[src/rtl/bg_scroll_level_ctrl_if.sv]
// Frame-sequencer bus between game control and the background/road drawing blocks.
// The master drives the per-frame controls; the slave returns scroll and level status.
interface bg_scroll_level_ctrl_if;
  logic        startOfFrame;
  logic        gameStart;
  logic        crash;
  logic [2:0]  speed;
  logic [10:0] scrollY;
  logic [15:0] distance;
  logic [1:0]  levelNum;
  logic        newLevel;
  logic        inTransition;
  logic        levelDone;
  logic        gameFinished;

  modport master (
    output startOfFrame,
    output gameStart,
    output crash,
    output speed,
    input  scrollY,
    input  distance,
    input  levelNum,
    input  newLevel,
    input  inTransition,
    input  levelDone,
    input  gameFinished
  );

  modport slave (
    input  startOfFrame,
    input  gameStart,
    input  crash,
    input  speed,
    output scrollY,
    output distance,
    output levelNum,
    output newLevel,
    output inTransition,
    output levelDone,
    output gameFinished
  );
endinterface

[src/rtl/bg_scroll_level_ctrl.sv]
// Per-frame road scroll, distance and level sequencer with timed level transition
// and post-crash stall; every state change is gated by the startOfFrame strobe.
module bg_scroll_level_ctrl #(
  parameter int unsigned LEVEL_LEN    = 4000,
  parameter int unsigned NUM_LEVELS   = 2,
  parameter int unsigned TRANS_FRAMES = 120,
  parameter int unsigned CRASH_FRAMES = 60,
  parameter int unsigned Y_FRAME      = 480
) (
  input  logic                   clk,
  input  logic                   resetN,
  bg_scroll_level_ctrl_if.slave  bus
);

  typedef enum logic [2:0] {
    StIdle,
    StRun,
    StCrash,
    StTrans,
    StDone
  } state_e;

  localparam logic [1:0]  LastLevel  = 2'(NUM_LEVELS - 1);
  localparam logic [7:0]  TransLoad  = 8'(TRANS_FRAMES);
  localparam logic [7:0]  CrashLoad  = 8'(CRASH_FRAMES);
  localparam logic [11:0] YFrameW    = 12'(Y_FRAME);

  state_e      state_q, state_d;
  logic [10:0] scroll_q, scroll_d;
  logic [15:0] dist_q, dist_d;
  logic [1:0]  level_q, level_d;
  logic [7:0]  cnt_q, cnt_d;
  logic        crash_pend_q, crash_pend_d;
  logic        level_done_q, level_done_d;
  logic        in_trans_q, in_trans_d;
  logic        finished_q, finished_d;

  logic [11:0] scroll_sum;
  logic [10:0] scroll_next;
  logic [16:0] dist_sum;
  logic [15:0] dist_next;
  logic [7:0]  cnt_dec;
  logic        sof;

  assign sof = bus.startOfFrame;

  // speed never exceeds 7, so one conditional subtract is enough to wrap.
  always_comb begin
    scroll_sum  = {1'b0, scroll_q} + {9'd0, bus.speed};
    scroll_next = (scroll_sum >= YFrameW) ? 11'(scroll_sum - YFrameW) : scroll_sum[10:0];
    dist_sum    = {1'b0, dist_q} + {14'd0, bus.speed};
    dist_next   = dist_sum[16] ? 16'hFFFF : dist_sum[15:0];
    cnt_dec     = cnt_q - 8'd1;
  end

  always_comb begin
    state_d      = state_q;
    scroll_d     = scroll_q;
    dist_d       = dist_q;
    level_d      = level_q;
    cnt_d        = cnt_q;
    level_done_d = 1'b0;
    crash_pend_d = crash_pend_q | bus.crash;

    unique case (state_q)
      StIdle: begin
        scroll_d = '0;
        dist_d   = '0;
        level_d  = '0;
        if (sof && bus.gameStart) begin
          state_d = StRun;
        end
      end

      StRun: begin
        if (sof) begin
          if (crash_pend_q) begin
            // Crash frame freezes scroll, so level completion is not evaluated.
            state_d      = StCrash;
            cnt_d        = CrashLoad;
            crash_pend_d = 1'b0;
          end else begin
            scroll_d = scroll_next;
            dist_d   = dist_next;
            if (32'(dist_next) >= LEVEL_LEN) begin
              state_d      = StTrans;
              cnt_d        = TransLoad;
              level_done_d = 1'b1;
            end
          end
        end
      end

      StCrash: begin
        crash_pend_d = 1'b0;
        if (sof) begin
          cnt_d = cnt_dec;
          if (cnt_dec == 8'd0) begin
            state_d = StRun;
          end
        end
      end

      StTrans: begin
        crash_pend_d = 1'b0;
        if (sof) begin
          cnt_d = cnt_dec;
          if (cnt_dec == 8'd0) begin
            if (level_q == LastLevel) begin
              state_d = StDone;
            end else begin
              state_d  = StRun;
              level_d  = level_q + 2'd1;
              dist_d   = '0;
              scroll_d = '0;
            end
          end
        end
      end

      StDone: begin
        if (sof && bus.gameStart) begin
          state_d  = StRun;
          level_d  = '0;
          dist_d   = '0;
          scroll_d = '0;
        end
      end

      default: begin
        state_d = StIdle;
      end
    endcase

    in_trans_d = (state_d == StTrans);
    finished_d = (state_d == StDone);
  end

  always_ff @(posedge clk) begin
    if (resetN) begin
      state_q      <= StIdle;
      scroll_q     <= '0;
      dist_q       <= '0;
      level_q      <= '0;
      cnt_q        <= '0;
      crash_pend_q <= 1'b0;
      level_done_q <= 1'b0;
      in_trans_q   <= 1'b0;
      finished_q   <= 1'b0;
    end else begin
      state_q      <= state_d;
      scroll_q     <= scroll_d;
      dist_q       <= dist_d;
      level_q      <= level_d;
      cnt_q        <= cnt_d;
      crash_pend_q <= crash_pend_d;
      level_done_q <= level_done_d;
      in_trans_q   <= in_trans_d;
      finished_q   <= finished_d;
    end
  end

  assign bus.scrollY      = scroll_q;
  assign bus.distance     = dist_q;
  assign bus.levelNum     = level_q;
  assign bus.newLevel     = level_q[0];
  assign bus.inTransition = in_trans_q;
  assign bus.levelDone    = level_done_q;
  assign bus.gameFinished = finished_q;

endmodule

[src/flat_wrapper.sv]
// flat-port wrapper written by rule: the top's interface ports become plain ports
module bg_scroll_level_ctrl_flat 
#(
  parameter int unsigned LEVEL_LEN    = 4000,
  parameter int unsigned NUM_LEVELS   = 2,
  parameter int unsigned TRANS_FRAMES = 120,
  parameter int unsigned CRASH_FRAMES = 60,
  parameter int unsigned Y_FRAME      = 480
)
  (clk, resetN, bus_startOfFrame, bus_gameStart, bus_crash, bus_speed, bus_scrollY, bus_distance, bus_levelNum, bus_newLevel, bus_inTransition, bus_levelDone, bus_gameFinished);
  bg_scroll_level_ctrl_if bus_i ();
  input  logic clk;
  input  logic resetN;
  input wire logic [$bits(bus_i.startOfFrame)-1:0] bus_startOfFrame;
  input wire logic [$bits(bus_i.gameStart)-1:0] bus_gameStart;
  input wire logic [$bits(bus_i.crash)-1:0] bus_crash;
  input wire logic [$bits(bus_i.speed)-1:0] bus_speed;
  output wire logic [$bits(bus_i.scrollY)-1:0] bus_scrollY;
  output wire logic [$bits(bus_i.distance)-1:0] bus_distance;
  output wire logic [$bits(bus_i.levelNum)-1:0] bus_levelNum;
  output wire logic [$bits(bus_i.newLevel)-1:0] bus_newLevel;
  output wire logic [$bits(bus_i.inTransition)-1:0] bus_inTransition;
  output wire logic [$bits(bus_i.levelDone)-1:0] bus_levelDone;
  output wire logic [$bits(bus_i.gameFinished)-1:0] bus_gameFinished;
  assign bus_i.startOfFrame = bus_startOfFrame;
  assign bus_i.gameStart = bus_gameStart;
  assign bus_i.crash = bus_crash;
  assign bus_i.speed = bus_speed;
  assign bus_scrollY = bus_i.scrollY;
  assign bus_distance = bus_i.distance;
  assign bus_levelNum = bus_i.levelNum;
  assign bus_newLevel = bus_i.newLevel;
  assign bus_inTransition = bus_i.inTransition;
  assign bus_levelDone = bus_i.levelDone;
  assign bus_gameFinished = bus_i.gameFinished;
  bg_scroll_level_ctrl #(.LEVEL_LEN(LEVEL_LEN), .NUM_LEVELS(NUM_LEVELS), .TRANS_FRAMES(TRANS_FRAMES), .CRASH_FRAMES(CRASH_FRAMES), .Y_FRAME(Y_FRAME)) u_core (.clk(clk), .resetN(resetN), .bus(bus_i));
endmodule
[config.mk]
export PLATFORM = sky130hd
export DESIGN_NAME = bg_scroll_level_ctrl_flat
export DESIGN_NICKNAME = d
export VERILOG_FILES = /design/src/rtl/bg_scroll_level_ctrl_if.sv /design/src/rtl/bg_scroll_level_ctrl.sv /design/src/flat_wrapper.sv
export SDC_FILE = /design/constraint.sdc
export NUM_CORES = 1
export LEC_CHECK = 0
export BUFFER_PORTS_ARGS = -buffer_cell sky130_fd_sc_hd__buf_4
export CAP_MARGIN = 40
export CORE_ASPECT_RATIO = 1.4
export CORE_MARGIN = 2
export CORE_UTILIZATION = 55
export CTS_CLUSTER_SIZE = 30
export DETAILED_ROUTE_END_ITERATION = 6
export GPL_ROUTABILITY_DRIVEN = 0
export PLACE_DENSITY = 0.78
export SLEW_MARGIN = 20
export SYNTH_ARGS = -nofsm -noshare
export SYNTH_HDL_FRONTEND = slang
export SYNTH_SLANG_ARGS = --single-unit
export TNS_END_PERCENT = 10
[constraint.sdc]
create_clock -name clk -period 3.34 [get_ports clk]
set_input_delay 0.167 -clock clk [delete_from_list [all_inputs] [get_ports clk]]
set_output_delay 0.167 -clock clk [all_outputs]
set_load 0.05 [all_outputs]
[After elaboration in Yosys (flattened, before gate mapping)]
Cells that the tools add are included.
Cells by class
  eq/ne operators: 15
  bitwise gates (word level): 3
  divide/modulo/power cells: 0
  reduce and logical (&&, ||, !) cells: 12
  multiply operators: 0
  $add $sub $neg: 5
  multiplexer cells: 40
  order comparisons: 2
  shift-type cells: 0
Operators by type and width (count)
  $mux W16: 7
  $mux W11: 7
  $pmux W16 S4: 1
  $pmux W11 S4: 1
  $mux W8: 4
  $mux W3: 9
  $add A16 B3 Y17: 1
  $ge A16 B12 Y1 const B: 1
  $pmux W8 S2: 1
  $add A11 B3 Y12: 1
  $ge A12 B9 Y1 const B: 1
  $pmux W3 S4: 1
  $sub A11 B9 Y11 const B: 1
  $eq A3 B2 Y1 const B: 3
  $logic_not A8 Y1: 1
  $mux W2: 4
  $ne A2 B2 Y1 const B: 4
  $sub A8 B1 Y8 const B: 1
  $reduce_and A7 Y1: 1
  $eq A3 B3 Y1 const B: 2
  $ne A2 B1 Y1 const B: 3
  $pmux W2 S3: 1
  $reduce_and A5 Y1: 1
  $reduce_and A4 Y1: 1
  15 further kinds: 19
Word-level totals
  flip-flop bits (word level): 44
  word-level logic and storage cells: 86
  input bits: 8
  memory bits (writable): 0
  memories kept: 0
  bits in latches: 0
  ROM bits: 0

[Depth between registers and ports, before layout]
  depth in word-level cells: 8
  mapped depth: 12
  gate-level depth less buffers: 12

[Worst setup path before layout]
No wires, ideal clock.
  path kind: register to register
  start point: register u_core.scroll_q[0], in the netlist u_core.bus.scrollY[0]
  end point: register u_core.scroll_q[9], in the netlist u_core.bus.scrollY[9]
  cell stages (with the launch flop): 13
  arrival: 2.939 ns
  setup slack: 0.326 ns
  library setup time: 0.074 ns
  required time: 3.266 ns
  buffers on the path: 0
  cells stage by stage: dfxtp_1 > ha_1 > fa_1 > a21o_1 > nand4_1 > xnor2_1 > ha_1 > inv_1 > a21boi_0 > o21ai_0 > o41ai_1 > or4_1 > a31oi_1
On the way
  cells in the longest elaborated chain, start to end: 6
  elaborated cells on any way between the ends: 7
Ends and longest elaborated chain
  from (decl): RTL line bg_scroll_level_ctrl.sv:29  | logic [10:0] scroll_q, scroll_d;
  from (signal assigned): RTL line bg_scroll_level_ctrl.sv:152  | scroll_q <= scroll_d;
  $add A11 B3 Y12 *: RTL line bg_scroll_level_ctrl.sv:49  | scroll_sum = {1'b0, scroll_q} + {9'd0, bus.speed};
  $sub A11 B9 Y11 or $ge A12 B9 Y1 (tied branches): RTL line bg_scroll_level_ctrl.sv:50  | scroll_next = (scroll_sum >= YFrameW) ? 11'(scroll_sum - YFrameW) : scroll_sum[10:0];
  $mux W11 *: RTL line bg_scroll_level_ctrl.sv:50
  $mux W11 *: RTL line bg_scroll_level_ctrl.sv:77  | if (crash_pend_q) begin
  $mux W11 *: RTL line bg_scroll_level_ctrl.sv:76  | if (sof) begin
  $pmux W11 S4 *: RTL line bg_scroll_level_ctrl.sv:65  | unique case (state_q)
Mark *: on every way between the ends. The rest lies on a longest branch, timed or not. The select of a mux whose other input is x is not followed.
A chain may end at the register's enable or synchronous reset.

[Worst setup path in the final report]
Ends and elaborated chain as after synthesis.

==> results by group <==
Run status
  • Status: finished, final reports clean

Placed design
  • Buffers on Ports: 40
  • Dpl hpwl: 4.97 mm
  • Pre-CTS setup slack: 0.435 ns

Clock network
  • Root buf cell: clkbuf_8
  • Post-CTS setup buffers: 0
  • Num CTS Buffers: 5
  • Worst-Skew Late Latency: 0.30 ns
  • CTS tree: done
  • CTS Hold Bufs: 0
  • Clock Sinks: 44
  • H-tree lvl count: 2
  • Post_cts resized: 0
  • CTS max path bufs: 2
  • Reg clk slew, reported paths: 0.08 ns

Worst setup path
  • Max stage delay cell, worst path: or4_1
  • Crit path launch type: flip-flop
  • Crit path top cell by count: ha_1
  • Critical Path, Cell by Cell: ha_1 -> fa_1 -> a21o_1 -> nand4_1 -> xnor2_1 -> ha_1 -> inv_1 -> a21boi_0 -> o21ai_0 -> o41ai_1 -> or4_1 -> a31oi_1
  • Crit path DAT: 3.16 ns
  • Buf+Inv Stages, Crit Path: 1
  • Kind of critical path: flip-flop to flip-flop
  • CP top delay family: adder cells
  • Worst setup EP type: flip-flop
  • Critical path data required time: 3.56 ns
  • Max FO, Critical Path: 6
  • Slowest stage delay, CP: 0.48 ns

Synthesis
  • Number of synthesized flops with an enable pin: 0
  • Yosys warns: 0
  • Syn Nets: 378
  • Yosys top cell area share: 31.2%
  • Commonest cells in the netlist: dfxtp_1 (44), nand2_1 (41), o21ai_0 (33)
  • Dominant cells by area after synthesis: dfxtp_1 (31%), o21ai_0 (5.8%), nand2_1 (5.4%)
  • Area leader, netlist: dfxtp_1
  • Ys flop type: dfxtp_1
  • Seq cells post-synth: 44
  • Synth Cell Area: 0.00283 sq mm
  • Count of cell types in the netlist: 64
  • Mapped Cells: 358
  • Sequential share of the synthesized area: 31.2%
  • Avg Synthesized Cell Area: 7.90 sq um
  • Top-count cell post-synth: dfxtp_1
  • Asr flop ratio synth: 0%

Timing
  • Max-slew violation count: 0
  • Setup_tns: 0 ns
  • Clk_skew: 0.0133 ns
  • Hold Fails Final Rpt: 0
  • Minimum clock period after layout: 2.94 ns
  • Worst-margin pin slew: 0.821 ns
  • Slew HR: 45.3%
  • Maximum clock frequency: 340 MHz
  • Part of the cycle the worst path needs: 88.0%
  • Unrepaired setup endpoints after global routing: no
  • Final worst setup slack: 0.400 ns
  • Setup-failing EPs final: 0

Floorplanning
  • Initial Util: 57.5%
  • Top Ports: 41
  • DIE HEIGHT: 88.8 um
  • DIE AREA: 0.00574 sq mm
  • Rows: 30
  • Area of the core: 0.00492 sq mm
  • Die X: 64.6 um

Final layout
  • Layout cells sized above 1: 16.2%
  • Nets: 407
  • Fillcell total: 445
  • N_diodes: 0
  • Synthesis-to-finish area growth: 14.4%

Global route
  • Vias in the first global route: 2490
  • Initial antenna violation count: 0
  • Global Route met1 Usage: 31.0%
  • First-pass GRT wire length: 11.5 mm
  • Largest net degree at the start of global routing: 25
  • Gr ovfl total: 0
  • GRT Util Overall: 24.9%
  • Gr busiest metal: met2
  • Met3 GRT Util: 4.33%
  • Met2 usage: 44.2%

Power and ir drop
  • Power per cell area: 333 mW/mm^2
  • Max rail drop VDD: 0.238 mV
  • Leak Pwr: 1.25 nW

Routing
  • TritonRoute pass-1 iters: 4
  • Vias: 2734
  • Routed wire per std cell: 14.9 um
  • 1st-iter DRT viols: 162
  • Residual DRC: 0
  • Routed Wire Length: 6.75 mm
  • Post-route ant nets: 0
  • Via/cell ratio: 6.05

Min path
  • HP Class: input port to flip-flop

Job
  • Max Cap Viol: 0
-- worst paths after layout --
check                                       from                                   to  slack (ns)  cells after the start
min                                    bus_crash       u_core.crash_pend_q$_SDFF_PP0_        0.14                      2
min reg2reg  u_core.bus.distance[0]$_SDFFE_PP0P_  u_core.bus.distance[0]$_SDFFE_PP0P_        0.46                      2
max           u_core.bus.scrollY[0]$_SDFFE_PP0P_   u_core.bus.scrollY[9]$_SDFFE_PP0P_        0.40                     12
max reg2reg   u_core.bus.scrollY[0]$_SDFFE_PP0P_   u_core.bus.scrollY[9]$_SDFFE_PP0P_        0.40                     12
-- final cells by class --
class | count | area (sq um) | share of cell area (%)
Timing Repair Buffer | 40 | 300 | 9.28
Clock buffer | 6 | 72.6 | 2.24
Clock inverter | 2 | 35.0 | 1.08
Tap cell | 64 | 80.1 | 2.48
Sequential cell | 44 | 881 | 27.2
Multi-Input combinational cell | 283 | 1820 | 56.2
Inverter | 13 | 48.8 | 1.51
-- layout by cell type (no fill, tap or decap), types with 5 or more instances in the layout --
| cell type | n |
|---|---|
| and3_1 | 5 |
| or3_1 | 8 |
| nand2_1 | 41 |
| a21oi_1 | 26 |
| a22o_1 | 9 |
| a21o_1 | 5 |
| ha_1 | 10 |
| buf_4 | 40 |
| nor2_1 | 22 |
| nand3_1 | 12 |
| nor2b_1 | 5 |
| nand2b_1 | 5 |
| xor2_1 | 5 |
| nor3_1 | 10 |
| inv_1 | 13 |
| a31oi_1 | 10 |
| and2_1 | 5 |
| dfxtp_1 | 44 |
| nand4_1 | 7 |
| o21ai_0 | 33 |
| clkbuf_8 | 5 |
-- worst register-to-register path, cell delays in order (launching register included) --
cell and delay, ns:
dfxtp_1 0.33, ha_1 0.24, fa_1 0.43, a21o_1 0.24
nand4_1 0.12, xnor2_1 0.14, ha_1 0.25, inv_1 0.09
a21boi_0 0.09, o21ai_0 0.17, o41ai_1 0.12, or4_1 0.48
a31oi_1 0.16
-- registers in the layout (all words and copies together), names as in the netlist --
signal and flops:
u_core.bus.levelDone 1, u_core.bus.gameFinished 1, u_core.bus.inTransition 1, u_core.bus.distance 16, u_core.crash_pend_q 1, u_core.bus.scrollY 11, u_core.cnt_q 8, u_core.bus.levelNum 2
u_core.state_q 3
-- cells by family (layout without fill, tap and decap cells) --
| logic type | Yosys count | in the layout | synth area share, % |
|---|---|---|---|
| compound gates | 118 | 118 | 28.5 |
| xor+xnor | 9 | 9 | 2.79 |
| fa+ha+maj | 12 | 12 | 5.84 |
| buf+inv | 31 | 61 | 4.60 |
| flops | 44 | 44 | 31.2 |
| mux | 4 | 4 | 1.42 |
| simple gates | 140 | 140 | 25.7 |
-- layer usage --
metal,share of wire [%],wire length [um]
met4,0.71,48
met5,0,0
met2,51,3460
met1,44,2980
met3,3.8,258
-- where the power goes --
group / leakage [nW] / internal [mW] / switching (mW)
combinational: 0.844 / 0.0468 / 0.0820
sequential: 0.355 / 0.532 / 0.0117
clock: 0.0552 / 0.222 / 0.183
-- stage by stage --
step / utilization, % / total power [mW] / std cells / cell area (sq um) / hold slack, ns
global placement: 63.6 / 0.681 / 444 / 3130 / 0.444
global route: 65.8 / 1.13 / 452 / 3230 / 0.129
finish: 65.8 / 1.08 / 452 / 3230 / 0.137
floorplan: - / 0.651 / 358 / 2830 / 0.352
CTS: 65.8 / 1.09 / 452 / 3230 / 0.130
detailed placement: 63.6 / 0.684 / 444 / 3130 / 0.443
Power figures use the tool's default switching activity.
